**src/rtl/alu_pkg.sv**
```systemverilog
`default_nettype none
// ============================================================================
//  Module   : alu_pkg
//  Purpose  : Shared definitions for the 8-bit sequenced ALU and its 4-bit
//             datapath: opcode encodings, sequencer state encoding and the
//             arithmetic-op classifier.
//  Revision : 1.0 - initial release
// ============================================================================
package alu_pkg;

    localparam logic [1:0] OP_AND = 2'b00;
    localparam logic [1:0] OP_OR  = 2'b01;
    localparam logic [1:0] OP_ADD = 2'b10;
    localparam logic [1:0] OP_SUB = 2'b11;

    typedef enum logic [2:0] {
        ST_IDLE = 3'd0,
        ST_LO   = 3'd1,
        ST_HI   = 3'd2,
        ST_FIX  = 3'd3,
        ST_DONE = 3'd4
    } state_t;

    // ADD and SUB are the only ops that carry across nibbles.
    function automatic logic is_arith(input logic [1:0] op);
        return (op == OP_ADD) || (op == OP_SUB);
    endfunction

endpackage
`default_nettype wire

```
**src/rtl/miniALU4.sv**
```systemverilog
`default_nettype none
// ============================================================================
//  Module   : miniALU4
//  Purpose  : Combinational 4-bit ALU (AND / OR / ADD / SUB).
//  Ports    : i_in1, i_in2 - 4-bit operands
//             i_ctrl       - operation select (alu_pkg OP_* encoding)
//             o_out        - 4-bit result
//             o_cout       - ADD: carry out; SUB: not-borrow; logic ops: 0
//  Revision : 1.0 - initial release
// ============================================================================
module miniALU4
    import alu_pkg::*;
(
    input  logic [3:0] i_in1,
    input  logic [3:0] i_in2,
    input  logic [1:0] i_ctrl,
    output logic [3:0] o_out,
    output logic       o_cout
);

    logic [4:0] w_sum;

    always_comb begin
        w_sum  = 5'd0;
        o_out  = 4'd0;
        o_cout = 1'b0;
        case (i_ctrl)
            OP_AND: o_out = i_in1 & i_in2;
            OP_OR:  o_out = i_in1 | i_in2;
            OP_ADD: begin
                w_sum  = {1'b0, i_in1} + {1'b0, i_in2};
                o_out  = w_sum[3:0];
                o_cout = w_sum[4];
            end
            default: begin
                // Two's-complement subtract; the fifth bit is the not-borrow.
                w_sum  = {1'b0, i_in1} + {1'b0, ~i_in2} + 5'd1;
                o_out  = w_sum[3:0];
                o_cout = w_sum[4];
            end
        endcase
    end

endmodule
`default_nettype wire

```
**src/rtl/alu8_seq.sv**
```systemverilog
`default_nettype none
// ============================================================================
//  Module   : alu8_seq
//  Purpose  : 8-bit AND/OR/ADD/SUB built by time-sharing one miniALU4:
//             low nibble, high nibble, then a carry/borrow fix-up pass.
//  Ports    : clk, rst      - clock, asynchronous active-high reset
//             start         - request, accepted only while ready=1
//             op, a, b      - operation and operands, latched on accept
//             ready         - high in IDLE and DONE
//             done          - one-cycle pulse, result/cout valid with it
//             result, cout  - registered 8-bit result and carry/not-borrow
//  Revision : 1.0 - initial release
// ============================================================================
module alu8_seq
    import alu_pkg::*;
#(
    parameter int unsigned FIXED_LATENCY = 0
)(
    input  logic       clk,
    input  logic       rst,
    input  logic       start,
    input  logic [1:0] op,
    input  logic [7:0] a,
    input  logic [7:0] b,
    output logic       ready,
    output logic       done,
    output logic [7:0] result,
    output logic       cout
);

    localparam bit C_FIX_ALWAYS = (FIXED_LATENCY != 0);

    state_t     r_state;
    logic [1:0] r_op;
    logic [7:0] r_a;
    logic [7:0] r_b;
    logic [3:0] r_res_lo;
    logic [3:0] r_res_hi;
    logic       r_c_lo;
    logic       r_c_hi;
    logic       r_done;
    logic [7:0] r_result;
    logic       r_cout;

    logic [3:0] w_in1;
    logic [3:0] w_in2;
    logic [1:0] w_ctrl;
    logic [3:0] w_alu_out;
    logic       w_alu_cout;

    // Operand mux in front of the shared ALU; idle states present zeros.
    always_comb begin
        w_in1  = 4'd0;
        w_in2  = 4'd0;
        w_ctrl = 2'd0;
        case (r_state)
            ST_LO: begin
                w_in1  = r_a[3:0];
                w_in2  = r_b[3:0];
                w_ctrl = r_op;
            end
            ST_HI: begin
                w_in1  = r_a[7:4];
                w_in2  = r_b[7:4];
                w_ctrl = r_op;
            end
            ST_FIX: begin
                // Propagate the low-nibble carry (ADD) or borrow (SUB, where
                // c_lo is a not-borrow) into the high nibble.
                w_in1  = r_res_hi;
                w_in2  = (r_op == OP_SUB) ? {3'b000, ~r_c_lo} : {3'b000, r_c_lo};
                w_ctrl = r_op;
            end
            default: begin
                w_in1  = 4'd0;
                w_in2  = 4'd0;
                w_ctrl = 2'd0;
            end
        endcase
    end

    miniALU4 u_alu (
        .i_in1  (w_in1),
        .i_in2  (w_in2),
        .i_ctrl (w_ctrl),
        .o_out  (w_alu_out),
        .o_cout (w_alu_cout)
    );

    always_ff @(posedge clk or posedge rst) begin
        if (rst) begin
            r_state  <= ST_IDLE;
            r_op     <= 2'd0;
            r_a      <= 8'd0;
            r_b      <= 8'd0;
            r_res_lo <= 4'd0;
            r_res_hi <= 4'd0;
            r_c_lo   <= 1'b0;
            r_c_hi   <= 1'b0;
            r_done   <= 1'b0;
            r_result <= 8'd0;
            r_cout   <= 1'b0;
        end else begin
            r_done <= 1'b0;
            case (r_state)
                ST_IDLE, ST_DONE: begin
                    if (start) begin
                        r_op    <= op;
                        r_a     <= a;
                        r_b     <= b;
                        r_state <= ST_LO;
                    end else begin
                        r_state <= ST_IDLE;
                    end
                end
                ST_LO: begin
                    r_res_lo <= w_alu_out;
                    r_c_lo   <= is_arith(r_op) & w_alu_cout;
                    r_state  <= ST_HI;
                end
                ST_HI: begin
                    r_res_hi <= w_alu_out;
                    r_c_hi   <= is_arith(r_op) & w_alu_cout;
                    if (is_arith(r_op) || C_FIX_ALWAYS) begin
                        r_state <= ST_FIX;
                    end else begin
                        r_result <= {w_alu_out, r_res_lo};
                        r_cout   <= 1'b0;
                        r_done   <= 1'b1;
                        r_state  <= ST_DONE;
                    end
                end
                ST_FIX: begin
                    if (is_arith(r_op)) begin
                        r_res_hi <= w_alu_out;
                        r_result <= {w_alu_out, r_res_lo};
                        // A carry (or borrow) can arise in HI or in the fix-up,
                        // never both; SUB tracks not-borrow so it combines with AND.
                        r_cout   <= (r_op == OP_SUB) ? (r_c_hi & w_alu_cout)
                                                     : (r_c_hi | w_alu_cout);
                    end else begin
                        r_result <= {r_res_hi, r_res_lo};
                        r_cout   <= 1'b0;
                    end
                    r_done  <= 1'b1;
                    r_state <= ST_DONE;
                end
                default: r_state <= ST_IDLE;
            endcase
        end
    end

    assign ready  = (r_state == ST_IDLE) || (r_state == ST_DONE);
    assign done   = r_done;
    assign result = r_result;
    assign cout   = r_cout;

endmodule
`default_nettype wire
```
**config.mk**
```make
export PLATFORM = sky130hd
export DESIGN_NAME = alu8_seq
export DESIGN_NICKNAME = d
export VERILOG_FILES = /design/src/rtl/alu_pkg.sv /design/src/rtl/miniALU4.sv /design/src/rtl/alu8_seq.sv
export SDC_FILE = /design/constraint.sdc
export NUM_CORES = 1
export LEC_CHECK = 0
export CORE_ASPECT_RATIO = 1.4
export CORE_MARGIN = 8
export CORE_UTILIZATION = 40
export CTS_CLUSTER_DIAMETER = 60
export DETAILED_ROUTE_END_ITERATION = 12
export GPL_TIMING_DRIVEN = 1
export MAX_ROUTING_LAYER = met4
export SYNTH_ARGS = -nofsm -noshare
export SYNTH_HDL_FRONTEND = slang
export SYNTH_SLANG_ARGS = --single-unit
```
**constraint.sdc**
```tcl
create_clock -name clk -period 5.6 [get_ports clk]
set_input_delay 0.84 -clock clk [delete_from_list [all_inputs] [get_ports clk]]
set_output_delay 0.84 -clock clk [all_outputs]
set_load 0.02 [all_outputs]
```
==> results.md, run 1 <==
* Syn Area/Cell at 9.87 sq um
* Slew HR at 39.0%
* Period minus WS final at 3.59 ns
* Initial Utilization at 40.9%
* Lkg Pwr at 1.27 nW
* Tightest Pin Transition at 0.915 ns
* CP cell instances: nor2b_1 > nand2_1 > a21oi_1 > inv_1 > fa_1 > xnor2_1 > nor3_1 > a2111oi_2 > a21boi_0 > nor3_1
* Die height at 107 microns
* Starting DRT DRC Count at 83
* Fin area at 2820 sq um
* Arr. time, crit path at 3.78 ns
* CTS tree: built
* Layout area overhead at 18.5%
* Avg WL per Cell at 15.5 microns
* Final WL at 5.24 mm
* Setup Buffers After CTS at 0
* R2r endpoint: result[6]$_DFFE_PP0P_
* First-pass GRT wire length at 8.97 mm
* Max-Cap Viols at 0
* CP peak stage delay at 0.75 ns
* Total CTS buffers at 5
* Most frequently used flop master after synthesis: dfrtp_1
* PostCTS Resize Cnt at 0
* Drt first pass iters at 4
* Largest net degree at the start of global routing at 42
* Clk sinks at 41
* Vias per inst at 5.26
* RSZ-0062 raised after global routing: false
* Die ar. at 8700 sq um
* Mapped Area at 2380 sq um
* Total number of vias at 1783
* Met3 Routed Length at 232 microns
* VDD IR max at 0.233 mV
* R2R Path Start: r_state[0]$_DFF_PP0_
* Buf/Inv on CP at 1
* CTS max path bufs at 2
* Antenna violations before repair at 0
* Number of global-route vias before repair at 1802
* Final hold viol count at 0
* Layout Skew at 0.0109 ns
* Share of cells above drive strength 1 at 16.4%
* Most common cell after layout, fill and taps aside: dfrtp_1
* Most common cell on crit path: nor3_1
* CP max-delay cell: dfrtp_1
* Metal2 WL at 2.63 mm
* All-layer global routing usage at 13.5%
* R2R Setup Slk at 2.01 ns
* Final-report max-slew violation count at 0
* Unique cell type count in the Yosys netlist at 48
* Post-synthesis async set-or-reset flop share at 100%
* Period utilization at 64.1%
* Hold path cells at 2
* IO Pins at 32
* Diode count at 0
* Cts hold-fix bufs at 0
* Hold endpoint: result[2]$_DFFE_PP0P_
* Core area at 5820 sq um
* H-Tree Depth at 2
* Gr ovfl total at 0
* Status: finished, final reports clean
* Hold_sp: r_res_lo[2]$_DFFE_PP0N_
* FP Rows at 33
* F_max at 0.279 GHz
* Root buffer cell: clkbuf_8
* Worst EP required at 5.79 ns
* Die X at 81.2 microns
* Delay-heaviest family, CP: compound AO/OA/AOI/OAI gates
* Post-synthesis register bit count at 41
* # DRC at 0
* NumNets Final at 303
* Pwr dens at 598 nW/um^2
* Setup_tns at 0 ns
* Final Core Density at 48.4%
* Yosys warns at 0
* Post-synth EDFFs at 0
* Synthesized Nets at 276
* Mapped Cells at 241
* Reg clk slew, reported paths at 0.09 ns
* Worst Setup End Kind: flip-flop
* Sequential share of the synthesized area at 43.1%
* Critical path class: flip-flop to flip-flop
* Clk Latency, worst-skew pair at 0.30 ns
* Worst setup SP type: flip-flop
* Hpwl dp at 3.97 mm
* Area after DPL at 2710 sq um
* Hold/Removal Path Class: flip-flop to flip-flop
* Final setup viols at 0
* Top sig layer: met4
* IO buf count at 31
* Commonest non-fill, non-tap cells in the layout: dfrtp_1 (41), nand2_1 (39), clkdlybuf4s50_1 (31)
* Crit path max fanout at 19
* Post-route ant nets at 0
* M1 WL at 2.27 mm
* Reg2Reg Depth at 10
* Gpl congestion at 0.858
==> routing by layer <==
metal / GRT usage [%] / vias to the layer above
met4: 5.26 / 0
met5: - / -
met1: 15.9 / 854
met2: 21.8 / 47
li1: - / 873
met3: 2.93 / 9
==> cells in the mapped netlist (2+ instances only) <==
library cell | instances | area share [%]
inv_1 | 12 | 1.9
mux2_2 | 25 | 12
dfrtp_1 | 41 | 43
buf_2 | 4 | 0.84
o31ai_1 | 2 | 0.63
nand2_1 | 39 | 6.2
o21a_1 | 2 | 0.63
nand3_1 | 2 | 0.42
ha_1 | 12 | 6.3
inv_2 | 2 | 0.32
nand2b_1 | 4 | 1.1
clkbuf_1 | 4 | 0.63
a21oi_1 | 11 | 2.3
nor2b_1 | 5 | 1.3
a21o_1 | 7 | 2.2
o21ai_2 | 2 | 0.74
nor4_1 | 3 | 0.79
nor4b_1 | 2 | 0.74
fa_1 | 2 | 1.7
nor3_1 | 8 | 1.7
xnor2_1 | 2 | 0.74
nor2_1 | 12 | 1.9
buf_6 | 3 | 1.4
o21ai_0 | 10 | 2.1
a22oi_1 | 2 | 0.63
==> power breakdown <==
part	total (mW)	switching, mW	leakage [nW]	internal (mW)
combinational	0.879	0.469	0.700	0.410
clock	0.242	0.108	0.0554	0.134
sequential	0.564	0.135	0.514	0.429
total	1.68	0.712	1.27	0.973
==> worst reg2reg max path, delay by kind of cell (launching register included) <==
family	cells	cell delay, ns
xor+xnor	1	0.17
fa+ha+maj	1	0.45
buf+inv	1	0.15
simple gates	4	0.91
flops	1	0.75
compound gates	3	1.07
==> cell families (layout without fill, tap and decap cells) <==
kind of cell	Yosys count	count (layout)	share of synthesized area [%]
adder cells (fa/ha/maj)	14	14	8.00
flip-flops	41	41	43.1
multiplexers	25	25	11.8
AND/OR/NAND/NOR	84	84	16.9
buffers and inverters	26	54	5.42
XOR/XNOR	3	3	1.10
AO/OA/AOI/OAI	48	48	13.6
==> cell type report <==
| class | instances | area, sq um |
|---|---|---|
| Fill cell | 567 | 3000 |
| Multi-Input combinational cell | 174 | 1220 |
| Sequential cell | 41 | 1030 |
| Timing Repair Buffer | 32 | 318 |
| Tap cell | 70 | 87.6 |
| Clock buffer | 6 | 72.6 |
| Inverter | 14 | 52.6 |
| Clock inverter | 2 | 38.8 |
==> per-stage QoR <==
stage,instances,setup WS [ns],power [mW],hold slack (ns)
final,339,2.01,1.68,0.478
after CTS,339,2.02,1.70,0.476
after global routing,339,1.64,1.83,0.498
after floorplan,241,2.97,1.22,0.433
after detailed placement,331,2.05,1.46,0.456
after global placement,331,2.15,1.45,0.450
==> sequential cells by signal (all words and copies together) (netlist names) <==
register / cells
done: 1
r_a: 8
r_res_lo: 4
r_c_hi: 1
r_op: 2
cout: 1
result: 8
r_res_hi: 4
r_b: 8
r_c_lo: 1
r_state: 3
==> worst max-delay path by stage <==
stage	slack (ns)	start	endpoint	cells after the start
after floorplan	2.97	r_state[0]$_DFF_PP0_	result[6]$_DFFE_PP0P_	12
after global placement	2.15	r_state[0]$_DFF_PP0_	result[6]$_DFFE_PP0P_	10
after detailed placement	2.05	r_state[0]$_DFF_PP0_	result[6]$_DFFE_PP0P_	10
after CTS	2.02	r_state[0]$_DFF_PP0_	result[6]$_DFFE_PP0P_	10
after global routing	1.64	r_state[0]$_DFF_PP0_	result[6]$_DFFE_PP0P_	10
final	2.01	r_state[0]$_DFF_PP0_	result[6]$_DFFE_PP0P_	10
Note: power is estimated with default switching activity, not from simulation.
==> inputs of run 2 (changes only) <==
==> constraint.sdc (replaced) <==
create_clock -name clk -period 3.43 [get_ports clk]
set_input_delay 0.5145 -clock clk [delete_from_list [all_inputs] [get_ports clk]]
set_output_delay 0.5145 -clock clk [all_outputs]
set_load 0.02 [all_outputs]
==> run 2 against run 1 <==
Net effect: sequential share of layout area shrank 0.49 points; combinational power grew 68%; first-iteration DRC count grew 6.0%; largest power group unchanged; clock-buffer cell count is the same; final area grew 1.4%; clock power grew 68%; register-to-register slack lost 1.6 ns; flip-flop and latch count is the same; core utilization grew 0.67 points; maximum frequency grew 20%; die area is the same.
==> results.md, run 2 (same netlist as run 1, synthesis figures left out) <==
* Total number of vias at 1784 (+0.056%)
* Diode count at 0 (unchanged)
* Most common cell after layout, fill and taps aside: dfrtp_1
* PostCTS Resize Cnt at 0 (unchanged)
* Clk Latency, worst-skew pair at 0.30 ns (about the same)
* Vias per inst at 5.20 (-1.1%)
* Status: finished, final reports clean
* Tightest Pin Transition at 0.850 ns (-0.0655 ns)
* Die ar. at 8700 sq um (unchanged)
* Setup Buffers After CTS at 0 (unchanged)
* Root buffer cell: clkbuf_8
* Metal2 WL at 2.83 mm (+8.0%)
* Setup_tns at 0 ns (unchanged)
* Pwr dens at 981 nW/um^2 (+64%)
* Worst Setup End Kind: flip-flop
* FP Rows at 33 (unchanged)
* Worst EP required at 3.60 ns (-2.19 ns)
* Clk sinks at 41 (unchanged)
* IO buf count at 31 (unchanged)
* CP peak stage delay at 0.60 ns (-0.15 ns)
* Starting DRT DRC Count at 88 (+6.0%)
* Lkg Pwr at 1.29 nW (+1.8%)
* Slew HR at 43.3% (+4.4 points)
* Core area at 5820 sq um (unchanged)
* Post-Layout Cell Count at 343 (+1.2%)
* Arr. time, crit path at 3.15 ns (-0.63 ns)
* Final WL at 5.38 mm (+2.7%)
* Number of global-route vias before repair at 1933 (+7.3%)
* Period minus WS final at 2.98 ns (-0.606 ns)
* CTS tree: built
* Cells after DPL at 335 (+1.2%)
* Worst slack at placement at 0.497 ns (-1.56 ns)
* H-Tree Depth at 2 (unchanged)
* Critical path class: flip-flop to flip-flop
* Final Worst Setup Slack at 0.448 ns (-1.56 ns)
* Hold/Removal Path Class: flip-flop to flip-flop
* Layout Skew at 0.0102 ns (-0.000739 ns)
* Initial Utilization at 40.9% (unchanged)
* Met3 Routed Length at 196 microns (-16%)
* M1 WL at 2.18 mm (-3.9%)
* Gpl congestion at 0.908 (+5.8%)
* Drt first pass iters at 6 (+2)
* Largest net degree at the start of global routing at 42 (unchanged)
* Gr ovfl total at 0 (unchanged)
* Crit path max fanout at 11 (-8)
* NumNets Final at 307 (+1.3%)
* Worst setup SP type: flip-flop
* Final setup viols at 0 (unchanged)
* Max-Cap Viols at 0 (unchanged)
* Hpwl dp at 4.20 mm (+5.7%)
* CP max-delay cell: dfrtp_1
* CP cell instances: nand2_1 > xor2_1 > a21oi_1 > a22oi_1 > nor2_1 > ha_1 > fa_1 > xnor2_1 > nor4_1 > a2111oi_2 > a21boi_0 > nor3_1
* IO Pins at 32 (unchanged)
* Cts hold-fix bufs at 0 (unchanged)
* RSZ-0062 raised after global routing: false
* First-pass GRT wire length at 9.38 mm (+4.5%)
* Period utilization at 86.9% (+23 points)
* Reg clk slew, reported paths at 0.08 ns (about the same)
* Final hold viol count at 0 (unchanged)
* Layout area overhead at 20.1%
* Die height at 107 microns (unchanged)
* Commonest non-fill, non-tap cells in the layout: dfrtp_1 (41), nand2_1 (39), clkdlybuf4s50_1 (31)
* Post-route ant nets at 0 (unchanged)
* Die X at 81.2 microns (unchanged)
* # DRC at 0 (unchanged)
* All-layer global routing usage at 14.1% (+0.57 points)
* Antenna violations before repair at 0 (unchanged)
* Share of cells above drive strength 1 at 17.9% (+1.6 points)
* Top sig layer: met4
* F_max at 0.335 GHz (+20%)
* VDD IR max at 0.476 mV (+100%)
* Final-report max-slew violation count at 0 (unchanged)
* Total CTS buffers at 5 (unchanged)
* CTS max path bufs at 2 (unchanged)
* Avg WL per Cell at 15.7 microns (+1.5%)
-- run 2: cell count changes in the layout (fill, tap and decap cells not counted), sizes merged --
cell      change
buf           +4
clkinvlp      +1
clkinv        -1
-- run 2: per-stage QoR --
step | utilization (%) | cell area [sq um] | power, mW | hold slack (ns)
after floorplan | - | 2380 | 1.99 | 0.433
after detailed placement | 47.0 | 2740 | 2.42 | 0.453
after global routing | 49.1 | 2860 | 3.05 | 0.499
after CTS | 49.1 | 2860 | 2.83 | 0.474
final | 49.1 | 2860 | 2.80 | 0.472
after global placement | 47.0 | 2740 | 2.41 | 0.447
-- run 2: path summary, 6_finish.rpt --
path	from	endpoint	slack (ns)	cells after the start
min reg2reg	r_res_lo[0]$_DFFE_PP0N_	result[0]$_DFFE_PP0P_	0.47	2
min in group asynchronous	rst	done$_DFF_PP0_	0.63	3
max reg2reg	r_op[1]$_DFFE_PP0P_	result[6]$_DFFE_PP0P_	0.45	12
min	r_res_lo[0]$_DFFE_PP0N_	result[0]$_DFFE_PP0P_	0.47	2
max	r_op[1]$_DFFE_PP0P_	result[6]$_DFFE_PP0P_	0.45	12
max in group asynchronous	rst	r_b[5]$_DFFE_PP0P_	2.44	3
-- run 2: layout make-up --
type                    instances  area [sq um]
multi-input cells             174          1220
flip-flops and latches         41          1030
inverters                      14          52.6
repair buffers                 36           348
clock buffers                   6          82.6
fillers                       542          2960
clock inverters                 2          37.5
well taps                      70          87.6
-- run 2: power by group --
part           switching (mW)  internal [mW]
Sequential              0.217          0.700
Clock                   0.170          0.237
Combinational           0.785          0.694
Total                    1.17           1.63
-- run 2: metal layers --
metal,GRT usage [%],vias up
met4,5.77,0
li1,-,882
met3,3.27,13
met5,-,-
met2,23.9,42
met1,15.3,847
-- run 2: worst max-delay path, delay by kind of cell (launching register included) --
family,cells,cell delay [ns]
AO/OA/AOI/OAI,4,0.86
XOR/XNOR,2,0.33
adder cells (fa/ha/maj),2,0.71
flip-flops,1,0.60
AND/OR/NAND/NOR,4,0.34
